File: src/rtl/filter_env_gen.sv
// filter_env_gen: ADSR envelope scaled by a signed depth onto a base cutoff, saturated, 3-stage output pipeline.
module filter_env_gen (
   input  logic               clk,
   input  logic               reset,
   input  logic               sample_en,
   input  logic               gate,
   input  logic        [15:0] attack_rate,
   input  logic        [15:0] decay_rate,
   input  logic signed [15:0] sustain_level,
   input  logic        [15:0] release_rate,
   input  logic signed [15:0] cutoff_base,
   input  logic signed [15:0] env_depth,
   output logic signed [15:0] cutoff,
   output logic               cutoff_valid,
   output logic signed [15:0] env_out,
   output logic        [2:0]  env_state
);
   typedef enum logic [2:0] {IDLE = 3'd0, ATTACK = 3'd1, DECAY = 3'd2, SUSTAIN = 3'd3, RELEASE = 3'd4} state_t;
   state_t state_q, state_d;
   logic [14:0] env_q, env_d;
   logic gate_q, v1_q, v2_q, v3_q;
   logic signed [16:0] prod_q;
   logic signed [15:0] cutoff_q, cutoff_d;
   logic rise, fall;
   logic [14:0] sus;
   logic [16:0] atk_sum;
   logic signed [16:0] dec_diff, rel_diff;
   logic signed [31:0] mult;
   logic signed [17:0] sum;
   assign rise = gate & ~gate_q;
   assign fall = ~gate & gate_q;
   assign sus = sustain_level[15] ? 15'd0 : sustain_level[14:0];
   assign atk_sum = {2'b0, env_q} + {1'b0, attack_rate};
   assign dec_diff = $signed({2'b0, env_q}) - $signed({1'b0, decay_rate});
   assign rel_diff = $signed({2'b0, env_q}) - $signed({1'b0, release_rate});
   assign mult = $signed({1'b0, env_q}) * env_depth;
   assign sum = $signed({prod_q[16], prod_q}) + $signed({{2{cutoff_base[15]}}, cutoff_base});
   assign cutoff_d = (sum > 18'sd32767) ? 16'sh7fff : (sum < -18'sd32768) ? 16'sh8000 : sum[15:0];
   // Gate edges take priority over the per-state envelope step; env is held on an edge.
   always_comb begin
      state_d = state_q;
      env_d = env_q;
      if (rise) state_d = ATTACK;
      else if (fall && (state_q == ATTACK || state_q == DECAY || state_q == SUSTAIN)) state_d = RELEASE;
      else begin
         case (state_q)
            IDLE: env_d = '0;
            ATTACK: begin
               state_d = (atk_sum >= 17'd32767) ? DECAY : ATTACK;
               env_d = (atk_sum >= 17'd32767) ? 15'h7fff : atk_sum[14:0];
            end
            DECAY: begin
               state_d = (dec_diff <= $signed({2'b0, sus})) ? SUSTAIN : DECAY;
               env_d = (dec_diff <= $signed({2'b0, sus})) ? sus : dec_diff[14:0];
            end
            SUSTAIN: env_d = sus;
            RELEASE: begin
               state_d = (rel_diff <= 17'sd0) ? IDLE : RELEASE;
               env_d = (rel_diff <= 17'sd0) ? 15'd0 : rel_diff[14:0];
            end
            default: begin
               state_d = IDLE;
               env_d = '0;
            end
         endcase
      end
   end
   // Envelope state advances only on sample strobes.
   always_ff @(posedge clk) begin
      if (reset) begin
         state_q <= IDLE;
         env_q <= '0;
         gate_q <= 1'b0;
      end else if (sample_en) begin
         state_q <= state_d;
         env_q <= env_d;
         gate_q <= gate;
      end
   end
   // Output pipeline: scale, then offset and saturate; valids flush on reset.
   always_ff @(posedge clk) begin
      if (reset) begin
         v1_q <= 1'b0;
         v2_q <= 1'b0;
         v3_q <= 1'b0;
         prod_q <= '0;
         cutoff_q <= '0;
      end else begin
         v1_q <= sample_en;
         v2_q <= v1_q;
         v3_q <= v2_q;
         if (v1_q) prod_q <= 17'(mult >>> 15);
         if (v2_q) cutoff_q <= cutoff_d;
      end
   end
   assign env_out = {1'b0, env_q};
   assign env_state = state_q;
   assign cutoff = cutoff_q;
   assign cutoff_valid = v3_q;
endmodule

File: config.mk
export PLATFORM = sky130hd
export DESIGN_NAME = filter_env_gen
export DESIGN_NICKNAME = d
export VERILOG_FILES = /design/src/rtl/filter_env_gen.sv
export SDC_FILE = /design/constraint.sdc
export NUM_CORES = 1
export LEC_CHECK = 0
export CAP_MARGIN = 30
export CORE_AREA = 4 4 158 160
export CTS_CLUSTER_SIZE = 20
export DETAILED_ROUTE_END_ITERATION = 10
export DIE_AREA = 0 0 162 164
export PLACE_DENSITY = 0.84
export SLEW_MARGIN = 20
export SYNTH_ARGS = -nofsm -noshare
export SYNTH_HDL_FRONTEND = slang
export SYNTH_SLANG_ARGS = --single-unit
export TNS_END_PERCENT = 20
File: constraint.sdc
create_clock -name clk -period 8.19 [get_ports clk]
set_input_delay 1.2285 -clock clk [delete_from_list [all_inputs] [get_ports clk]]
set_output_delay 1.2285 -clock clk [all_outputs]
set_load 0.1 [all_outputs]
### Word-level counts from Yosys, hierarchy flattened

Cells that the tools add are included.
W data, S select, Z words.

* multiplexer cells: 13
* add/subtract/negate cells: 4
* reduce and logical (&&, ||, !) cells: 7
* bitwise logic cells: 6
* equal/unequal tests: 5
* magnitude comparators: 5
* multipliers: 1

Operators with widths (number)
* $mux W15: 4
* $pmux W15 S4: 1
* $sub A15 B16 Y17: 2
* $mul A16 B16 Y32: 1
* $mux W16: 2
* $add A17 B16 Y18: 1
* $gt A18 B16 Y1 const B: 1
* $lt A18 B16 Y1 const B: 1
* $add A15 B16 Y17: 1
* $ge A17 B15 Y1 const B: 1
* $le A17 B1 Y1 const B: 1
* $le A17 B16 Y1: 1
* $pmux W3 S4: 1
* $mux W3: 3
* $eq A3 B2 Y1 const B: 2
* $not A1 Y1: 4
* $eq A3 B1 Y1 const B: 1
* $eq A3 B3 Y1 const B: 1
* $logic_not A3 Y1: 1
* $ne A3 B1 Y1 const B: 1
* $reduce_and A3 Y1: 1
* $and A1 B1 Y1: 2
* $logic_or A1 B1 Y1: 2
* $mux W2: 1
* 4 further kinds: 4

* bits of input ports: 100
* output and inout bits: 36
* logic and storage cells: 49
* bits in registers: 55

### Logic depth before layout (Yosys ltp)

Gate-level depths: netlist (run 1).

* depth in word-level cells: 6
* depth in mapped cells: 24
* depth with buffers taken out: 22

### Worst setup path after synthesis (run 1)

Ideal clock, no wire load.

* path type: register to register
* start point: reg env_q[13]
* end point: reg prod_q[14]
* stages on the path, launching flop included: 23
* arrival: 6.904 ns
* path slack: 1.168 ns
* library setup time: 0.117 ns
* buffers on the path: 2
* data required time: 8.073 ns
* clock period less this slack: 7.022 ns
* cell sequence: dfxtp_1 -> clkbuf_1 -> clkbuf_1 -> nand2_1 -> fa_1 -> fa_1 -> fa_1 -> inv_1 -> fa_1 -> fa_1 -> inv_1 -> fa_1 -> inv_1 -> ha_1 -> a21o_1 -> a21oi_1 -> nor2b_1 -> or4_1 -> o211ai_1 -> o31ai_1 -> a21o_1 -> a211o_1 -> a32o_1

* word-level cells in the longest chain between the ends: 1

Ends and longest elaborated chain
* from (decl): RTL line 20 `logic [14:0] env_q, env_d;`
* from (signal assigned): RTL line 76 `env_q <= env_d;`
* $mul A16 B16 Y32: RTL line 36 `assign mult = $signed({1'b0, env_q}) * env_depth;`
* to (signal assigned): RTL line 92 `if (v1_q) prod_q <= 17'(mult >>> 15);`
* to (decl): RTL line 22 `logic signed [16:0] prod_q;`

No other way between the ends.
A chain may end at the register's enable or synchronous reset.

### Worst setup path after layout (run 1)

* start point: in env_depth[5]
* end point: reg prod_q[14]

* word-level cells in the longest chain between the ends: 1

Ends and longest elaborated chain
* from (decl): RTL line 12 `input logic signed [15:0] env_depth,`
* $mul A16 B16 Y32: RTL line 36

No other way between the ends.

==> results of run 1 <==
## routing by layer
metal	global-route usage, %	routed length [um]	share of wire, %	vias up
met5	0	0	0	-
met4	13.3	1870	4.7	0
met3	4.07	3160	8.0	129
met2	49.6	18700	47	576
met1	38.5	15700	40	6061
li1	-	-	-	5838
## area by class of cell
class	count	area, um2	share of cell area (%)
Clock buffer	5	125	0.792
Clock inverter	2	16.3	0.103
Inverter	276	1040	6.56
Multi-Input combinational cell	1293	11500	73.0
Sequential cell	55	1100	6.97
Tap cell	319	399	2.53
Timing Repair Buffer	167	1580	10.0
## state kept, by name, indices dropped and copies added (netlist names)
register      count
cutoff_valid      1
env_q            15
gate_q            1
v2_q              1
env_state         3
prod_q           17
cutoff           16
v1_q              1
## report_power, final
part           switching, mW  total (mW)  internal [mW]
registers             0.0135       0.293          0.279
clock network          0.112       0.225          0.113
logic                  0.273       0.461          0.188
total                  0.398       0.979          0.581
## cell families (layout without fill, tap and decap cells)
logic type / count (synthesis) / in the layout
AOI/OAI and AO/OA: 314 / 314
muxes: 9 / 9
other: 1 / 1
adders and majority gates: 378 / 378
and+or+nand+nor: 537 / 537
buffers and inverters: 341 / 450
DFF: 55 / 55
xor gates and xnor gates: 54 / 54
## worst max path at each step
stage	from	endpoint	slack [ns]	cells past startpoint
2_1_floorplan	env_q[13]$_SDFFE_PP0P_	prod_q[14]$_SDFFE_PP0P_	1.17	22
3_3_place_gp	env_depth[2]	prod_q[16]$_SDFFE_PP0P_	0.26	21
5_1_grt	env_depth[5]	prod_q[14]$_SDFFE_PP0P_	0.06	22
6_report	env_depth[5]	prod_q[14]$_SDFFE_PP0P_	0.31	22
3_5_place_dp	env_depth[5]	prod_q[16]$_SDFFE_PP0P_	-0.15	22
4_1_cts	env_depth[5]	prod_q[16]$_SDFFE_PP0P_	0.19	22
## cell usage in the layout (no fill, tap or decap), types with 10 or more instances in the layout
cell | synthesis | final
clkdlybuf4s50_1 | 0 | 133
dfxtp_1 | 55 | 55
a21o_1 | 26 | 26
nor2b_1 | 22 | 22
nand2_1 | 195 | 195
o21a_1 | 15 | 15
a211oi_1 | 23 | 22
nor3_1 | 23 | 23
a41oi_1 | 10 | 10
fa_1 | 183 | 183
xnor2_1 | 34 | 34
a21oi_1 | 69 | 69
buf_4 | 1 | 33
nor2_1 | 79 | 79
ha_1 | 195 | 195
and2_1 | 110 | 110
inv_1 | 276 | 276
nand3_1 | 28 | 28
nand2b_1 | 28 | 28
o211ai_1 | 11 | 11
o21ai_0 | 41 | 41
a31oi_1 | 10 | 10
xor2_1 | 19 | 19
## cells in the mapped netlist, types with 15 or more instances
cell type	count
inv_1	276
ha_1	195
nand2_1	195
fa_1	183
and2_1	110
nor2_1	79
a21oi_1	69
clkbuf_1	62
dfxtp_1	55
o21ai_0	41
xnor2_1	34
nand2b_1	28
nand3_1	28
a21o_1	26
a211oi_1	23
nor3_1	23
nor2b_1	22
xor2_1	19
o21a_1	15
## metrics by stage
step                      instance area, um2  util, %
final                                  15800     67.5
after detailed placement               15600     66.8
after global routing                   15800     67.5
after CTS                              15800     67.4
after floorplan                        13900        -
after global placement                 15600     66.8
## repair_timing
| action | CTS | global route |
|---|---|---|
| gates resized for setup | 0 | 1 |
| endpoints found under the setup margin | 0 | 2 |
| hold buffers | 0 | 0 |
## critical path, stage by stage
cell,delay (ns)
clkdlybuf4s50_1,0.71
and2_1,0.33
fa_1,0.50
inv_1,0.05
fa_1,0.47
fa_1,0.55
inv_1,0.08
fa_1,0.49
fa_1,0.49
inv_1,0.05
fa_1,0.47
inv_1,0.04
ha_1,0.29
a21o_1,0.16
a21oi_1,0.17
o2111ai_1,0.22
and4_1,0.30
o211ai_1,0.46
o31ai_1,0.23
a21o_1,0.25
a211o_1,0.29
a32o_1,0.25
==> qor.txt, run 1 <==
row count = 56
Yosys warning count = 0
Cells on Worst Hold Path = 2
Hold Path Sink = cutoff[1]$_SDFFE_PP0P_
clk_skew = 0.00948 ns
worst-margin pin slew = 1.04 ns
initial drt markers = 979
Inst Count DP = 2109
main area contributors after synthesis = fa_1, ha_1, dfxtp_1, inv_1, nand2_1
Setup CP Type = input pin to flip-flop
final period demand of the worst path = 7.88 ns
RR Startpoint = env_q[5]$_SDFFE_PP0P_
Slew headroom = 30.5%
R2R cell count = 22
Post-Syn Area = 13900 um2
fill cell count = 1978
area grow syn2layout = 13.5%
clock slew at reported path FFs = 0.08 ns
Reg2Reg Setup Slack = 1.24 ns
Synthesized Nets = 2167
critical path required time = 8.39 ns
vias per cell = 5.95
Final TNS setup = 0 ns
fin crit share = 96.2%
FMAX = 127 MHz
first-pass GRT wire length = 63600 um
FF-to-FF End = prod_q[14]$_SDFFE_PP0P_
Synth Area per Inst = 8.24 um2
leakage power = 7.69 nW
pin count of the biggest net entering global routing = 53
setup repair after global routing missed its margin = false
maximum VDD drop = 0.0000879 V
Initial Util = 59.5%
Finish-stage setup viols = 0
worst-path maximum fanout = 15
critical path launch point type = input pin
final non-filler cell total = 2117
XOR/XNOR share of the synthesized area = 3.45%
Worst-Skew Late Latency = 0.31 ns
count of cell types in the netlist = 76
Ant. Diodes = 0
Post-synth EDFFs = 0
core area = 23400 um2
pre-CTS WS = -0.145 ns
Yosys top cell by area = fa_1
chip height = 164 um
post-DP HPWL = 31900 um
post-synthesis mux area share = 0.656%
combinational family with the most area after synthesis = adder cells
Final nets = 2276
crit end category = flip-flop
Yosys reg bits = 55
Buffers on Ports = 134
Post-synth ARST share = 0%
Slew Limit Fails = 0
top cell type's share of synthesized area = 26.3%
Overflow after GRT = 0
MaxCap Viol Count = 0
DR vias = 12600
worst hold margin = 0.483 ns
Top Ports = 136
status = finished, final reports clean
Post CTS Setup Buffer Count = 0
CTS max path bufs = 2
Root Driver = clkbuf_16
DRC violations left = 0
pwr/cell area = 62.0 nW/um2
Synth Instances = 1689
Hold Crit Class = flip-flop to flip-flop
DRT Pass-1 Iters = 5
Fin. Hold Viols = 0
routed wire length = 39400 um
initial antenna violation count = 0
Seq/Total Area, Yosys = 7.91%
CTS tree = done
worst path arrival time = 8.08 ns
RePlAce Congestion = 0.960
H-Tree Depth = 2
top_reg_cell synth = dfxtp_1
Post-Synth Adder-Cell Area = 43.9%
Worst Hold Launch = cutoff[1]$_SDFFE_PP0P_
PnR worst setup slack = 0.314 ns
Clock Sink Count = 55
Power Total = 979 uW
all-layer global routing usage = 29.6%
cts bufs inserted = 5
Die Width = 162 um
full die area = 26600 um2
post-synthesis simple-gate area fraction = 19.1%
wire per inst = 18.6 um
ANT nets after route = 0
Compound-Gate Fraction of Synth Area = 15.8%
via count of the first global-routing pass = 13000
fraction of layout cells with a size suffix above 1 = 3.23%
(Power assumes the default switching activity.)
==> run 2, diff against run 1 <==
--- a/config.mk
+++ b/config.mk
@@ -11,6 +11,7 @@
 export DETAILED_ROUTE_END_ITERATION = 10
 export DIE_AREA = 0 0 162 164
 export PLACE_DENSITY = 0.84
+export SETUP_SLACK_MARGIN = 0.5
 export SLEW_MARGIN = 20
 export SYNTH_ARGS = -nofsm -noshare
 export SYNTH_HDL_FRONTEND = slang
==> run 2 against run 1 <==
Effect of this change: hold slack is essentially flat; combinational power is essentially flat; core utilization grew 0.13 points; final area grew 0.19%; clock-buffer cell count is the same; largest power group unchanged; global-route usage is essentially flat; largest cell class unchanged; sequential power is essentially flat.
==> qor.txt, run 2 (synthesized netlist as in run 1, its figures left out) <==
Power Total = 978 uW
Area after DPL = 15600 um2
initial drt markers = 1091
status = finished, final reports clean
MaxCap Viol Count = 0
final period demand of the worst path = 7.55 ns
Crit. Startpoint = env_depth[11]
Fin. Hold Viols = 0
setup repair after global routing missed its margin = false
H-Tree Depth = 2
final core occ = 67.6%
worst-path maximum fanout = 9
CP cell instances = clkdlybuf4s50_1, buf_4, nand2_1, fa_1, inv_1, fa_1, fa_1, fa_1, fa_1, inv_1, fa_1, inv_1, ha_1, a21oi_1, nor2b_1, or4_1, o211ai_1, buf_4, o31ai_1, a21o_1, a211o_1, a32o_1
routed wire length = 39500 um
core area = 23400 um2
hold_buf cts = 0
final non-filler cell total = 2120
Top Ports = 136
Final Cell Area = 15800 um2
FF-to-FF End = prod_q[8]$_SDFFE_PP0P_
Slew headroom = 31.8%
CTS tree = done
Inst Count DP = 2109
crit end category = flip-flop
post-DP HPWL = 31900 um
Finish-stage setup viols = 0
worst stage delay on the critical path = 0.69 ns
fraction of layout cells with a size suffix above 1 = 3.50%
wire per inst = 18.6 um
Worst-Skew Late Latency = 0.31 ns
first-pass GRT wire length = 63700 um
fill cell count = 1975
FMAX = 132 MHz
Setup CP Type = input pin to flip-flop
clk_skew = 0.0104 ns
vias per cell = 5.96
all-layer global routing usage = 29.7%
fin crit share = 92.2%
pin count of the biggest net entering global routing = 53
critical path launch point type = input pin
Root Driver = clkbuf_16
initial antenna violation count = 0
Clk pwr share = 23.0%
row count = 56
Die Width = 162 um
RePlAce Congestion = 0.960
leakage power = 7.77 nW
most flop-heavy register = prod_q
Comb pwr share = 47.0%
worst path arrival time = 7.76 ns
full die area = 26600 um2
Initial Util = 59.5%
DRC violations left = 0
area grow syn2layout = 13.7%
chip height = 164 um
Hold Crit Class = flip-flop to flip-flop
DRT Pass-1 Iters = 5
cts bufs inserted = 5
Slew Limit Fails = 0
most common cell after layout, fill and taps aside = inv_1
via count of the first global-routing pass = 13000
Reg2Reg Setup Slack = 1.26 ns
R2R cell count = 25
Ant. Diodes = 0
Buffers on Ports = 134
critical path required time = 8.39 ns
register share of total power = 29.9%
Final nets = 2279
Sw Share = 40.7%
DR vias = 12600
CTS max path bufs = 2
worst-margin pin slew = 1.02 ns
ANT nets after route = 0
pwr/cell area = 61.8 nW/um2
worst hold margin = 0.483 ns
max FFs per register = 17
Clock Sink Count = 55
slowest library cell on the worst path = clkdlybuf4s50_1
crit path to = prod_q[14]$_SDFFE_PP0P_
commonest cells after routing, fill and taps aside = inv_1, nand2_1, ha_1
Psw = 398 uW
Overflow after GRT = 0
RR Startpoint = env_q[5]$_SDFFE_PP0P_
CP most frequent cell = fa_1
clock slew at reported path FFs = 0.08 ns
cell internal pwr = 580 uW
maximum VDD drop = 0.0000882 V
==> run 2: through the flow <==
| stage | TNS (ns) | worst slack [ns] |
|---|---|---|
| after detailed placement | -0.184 | -0.145 |
| after global placement | 0 | 0.264 |
| final | 0 | 0.636 |
| after global routing | 0 | 0.455 |
| after CTS | 0 | 0.506 |
| after floorplan | 0 | 1.17 |
==> run 2: final cells by class <==
class	count	area, um2	share of cell area, %
Clock inverter	2	16.3	0.103
Multi-Input combinational cell	1293	11500	72.9
Inverter	276	1040	6.55
Clock buffer	5	125	0.791
Tap cell	319	399	2.52
Sequential cell	55	1100	6.96
Timing Repair Buffer	170	1610	10.2
==> run 2: repair_timing <==
action                                  4_1_cts  5_1_grt
gates resized for setup                       3       11
setup buffers                                 1        2
gates cloned                                  0        0
pin swaps                                     1        1
endpoints found under the setup margin        3        7
==> run 2: how the worst min path moves through the flow <==
stage	from	endpoint	slack, ns	depth (start not counted)
after global placement	cutoff[0]$_SDFFE_PP0P_	cutoff[0]$_SDFFE_PP0P_	0.46	2
after CTS	cutoff[1]$_SDFFE_PP0P_	cutoff[1]$_SDFFE_PP0P_	0.49	2
after global routing	cutoff[1]$_SDFFE_PP0P_	cutoff[1]$_SDFFE_PP0P_	0.50	2
after detailed placement	cutoff[1]$_SDFFE_PP0P_	cutoff[1]$_SDFFE_PP0P_	0.47	2
after floorplan	prod_q[10]$_SDFFE_PP0P_	prod_q[10]$_SDFFE_PP0P_	0.43	2
final	cutoff[1]$_SDFFE_PP0P_	cutoff[1]$_SDFFE_PP0P_	0.48	2
==> run 2: worst max-delay path: cells and delay by family <==
family,cells,cell delay [ns]
buffers and inverters,6,1.26
AOI/OAI and AO/OA,6,1.28
and+or+nand+nor,3,0.61
adders and majority gates,7,3.39
==> run 2: power by group through the flow <==
| stage | clock [mW] | sequential, mW | combinational, mW |
|---|---|---|---|
| 2_1_floorplan | 0 | 0.333 | 0.265 |
| 6_report | 0.225 | 0.293 | 0.460 |
| 5_1_grt | 0.238 | 0.295 | 0.504 |
| 4_1_cts | 0.228 | 0.292 | 0.454 |
| 3_5_place_dp | 0 | 0.298 | 0.450 |
| 3_3_place_gp | 0 | 0.298 | 0.437 |
==> run 2: per-layer routing <==
| layer | up-vias | part of all wire (%) | track usage [%] |
|---|---|---|---|
| met5 | - | 0 | 0 |
| met4 | 0 | 4.5 | 13.4 |
| met3 | 129 | 7.2 | 4.22 |
| met2 | 546 | 48 | 49.7 |
| met1 | 6119 | 41 | 38.4 |
| li1 | 5847 | - | - |
==> run 3, diff against run 2 <==
--- a/config.mk
+++ b/config.mk
@@ -6,14 +6,13 @@
 export NUM_CORES = 1
 export LEC_CHECK = 0
 export CAP_MARGIN = 30
-export CORE_AREA = 4 4 158 160
+export CORE_AREA = 4 4 165 167
 export CTS_CLUSTER_SIZE = 20
 export DETAILED_ROUTE_END_ITERATION = 10
-export DIE_AREA = 0 0 162 164
-export PLACE_DENSITY = 0.84
+export DIE_AREA = 0 0 169 171
+export PLACE_DENSITY = 0.81
 export SETUP_SLACK_MARGIN = 0.5
 export SLEW_MARGIN = 20
 export SYNTH_ARGS = -nofsm -noshare
 export SYNTH_HDL_FRONTEND = slang
 export SYNTH_SLANG_ARGS = --single-unit
-export TNS_END_PERCENT = 20
==> constraint.sdc (replaced) <==
create_clock -name clk -period 6.1 [get_ports clk]
set_input_delay 0.915 -clock clk [delete_from_list [all_inputs] [get_ports clk]]
set_output_delay 0.915 -clock clk [all_outputs]
set_load 0.1 [all_outputs]
==> run 3 against run 2 <==
Effect of this change: the flow now finishes with violations (negative setup slack); die area increased by 8.8%; clock skew decreased by 0.0035 ns; non-clock buffer count increased by 81; clock-buffer cell count unchanged; global-route usage decreased by 2.0 points; combinational power increased by 50%; cell count increased by 4.6%; critical path depth increased by 3; register-to-register slack got worse by 1.4 ns; highest routed layer unchanged.
==> qor.txt, run 3 (synthesized netlist as in run 1, its figures left out) <==
DRC violations left = 0
routed wire length = 40300 um
initial antenna violation count = 0
Top Ports = 136
worst-path maximum fanout = 6
Slew Limit Fails = 0
cts bufs inserted = 5
Worst-Skew Late Latency = 0.31 ns
Final nets = 2360
cell internal pwr = 867 uW
fill cell count = 2111
Ant. Diodes = 0
crit end category = flip-flop
post-DP HPWL = 32300 um
fraction of layout cells with a size suffix above 1 = 13.8%
setup repair after global routing missed its margin = true
row count = 59
final period demand of the worst path = 6.50 ns
status = finished with violations
critical path launch point type = input pin
PnR worst setup slack = -0.404 ns
area grow syn2layout = 21.6%
clk_skew = 0.00686 ns
maximum VDD drop = 0.000112 V
most common cell after layout, fill and taps aside = inv_1
Buffers on Ports = 134
all-layer global routing usage = 27.6%
Root Driver = clkbuf_16
vias per cell = 5.82
H-Tree Depth = 2
commonest cells after routing, fill and taps aside = inv_1, nand2_1, ha_1
pin count of the biggest net entering global routing = 53
leakage power = 8.22 nW
Final TNS setup = -3.51 ns
Initial Util = 54.0%
MaxCap Viol Count = 0
most flop-heavy register = prod_q
CTS max path bufs = 2
pwr/cell area = 84.8 nW/um2
Setup CP Type = input pin to flip-flop
failing checks = negative setup slack
FMAX = 154 MHz
worst path arrival time = 6.71 ns
clock slew at reported path FFs = 0.08 ns
Psw = 567 uW
worst hold margin = 0.484 ns
DRT Pass-1 Iters = 9
register share of total power = 27.1%
Overflow after GRT = 0
initial drt markers = 1018
first-pass GRT wire length = 65500 um
DR vias = 12900
Clk pwr share = 24.6%
Clock Sink Count = 55
wire per inst = 18.2 um
Die Width = 169 um
RePlAce Congestion = 0.962
Comb pwr share = 48.2%
core area = 25800 um2
Slew headroom = 34.3%
critical path required time = 6.31 ns
fin crit share = 107%
CTS tree = done
Fin. Hold Viols = 0
Sw Share = 39.5%
worst-margin pin slew = 0.982 ns
Hold Crit Class = flip-flop to flip-flop
Finish-stage setup viols = 12
ANT nets after route = 0
max FFs per register = 17
via count of the first global-routing pass = 13400
chip height = 171 um
full die area = 28900 um2
## run 3: stage by stage
| step | std cells | utilization, % | setup WS, ns | cell area, um2 | power (mW) |
|---|---|---|---|---|---|
| after floorplan | 1689 | - | -0.411 | 14000 | 0.804 |
| after global placement | 2192 | 63.0 | -1.08 | 16200 | 1.02 |
| after detailed placement | 2192 | 63.0 | -1.24 | 16200 | 1.04 |
| after CTS | 2212 | 65.1 | -0.273 | 16800 | 1.42 |
| after global routing | 2218 | 65.7 | -0.507 | 16900 | 1.51 |
| final | 2218 | 65.7 | -0.404 | 16900 | 1.43 |
## run 3: layout make-up
type                            count  area (um2)  share of cell area [%]
Inverter                          276        1040                    6.14
Clock buffer                        5         125                   0.740
Tap cell                          335         419                    2.48
Clock inverter                      3        50.0                   0.296
Multi-Input combinational cell   1293       11900                    70.4
Timing Repair Buffer              251        2230                    13.2
Sequential cell                    55        1130                    6.71
## run 3: power by group through the flow
stage | sequential [mW] | clock (mW) | combinational, mW
2_1_floorplan | 0.445 | 0 | 0.360
3_3_place_gp | 0.398 | 0 | 0.625
3_5_place_dp | 0.398 | 0 | 0.639
4_1_cts | 0.391 | 0.355 | 0.670
5_1_grt | 0.391 | 0.365 | 0.752
6_report | 0.389 | 0.353 | 0.692
## run 3: critical path, cell delays in order
cell	delay [ns]
buf_6	0.09
buf_8	0.13
buf_8	0.13
and2_4	0.15
fa_2	0.52
inv_2	0.04
fa_2	0.34
fa_2	0.38
fa_1	0.57
inv_2	0.06
fa_1	0.54
inv_1	0.05
fa_1	0.49
inv_2	0.05
ha_4	0.21
a21o_1	0.18
a21oi_2	0.14
nor2b_1	0.07
or4_4	0.49
o211ai_1	0.22
buf_4	0.18
o31ai_4	0.08
a211oi_4	0.29
o31ai_1	0.12
a311oi_1	0.29
## run 3: worst paths after layout
| kind | from | endpoint | slack, ns | cells after the start |
|---|---|---|---|---|
| setup / recovery | env_depth[4] | prod_q[16]$_SDFFE_PP0P_ | -0.40 | 25 |
| hold reg to reg | cutoff[1]$_SDFFE_PP0P_ | cutoff[1]$_SDFFE_PP0P_ | 0.48 | 2 |
| hold / removal | cutoff[1]$_SDFFE_PP0P_ | cutoff[1]$_SDFFE_PP0P_ | 0.48 | 2 |
| setup reg to reg | env_q[5]$_SDFFE_PP0P_ | prod_q[8]$_SDFFE_PP0P_ | -0.12 | 25 |
## run 3: repair_timing
| item | CTS | global route |
|---|---|---|
| gates cloned | 1 | 0 |
| hold endpoints to repair | 0 | 0 |
| buffers inserted | 11 | 4 |
| gates resized for setup | 144 | 26 |
| setup endpoints to repair | 17 | 17 |
| pin swaps | 82 | 26 |
| hold buffers | 0 | 0 |
## run 3: per-layer routing
metal	up-vias	track usage, %	routed length, um
li1	5994	-	-
met1	6311	35.6	16200
met2	505	48.5	19900
met3	105	2.70	2610
met4	0	10.0	1690
met5	-	0	0
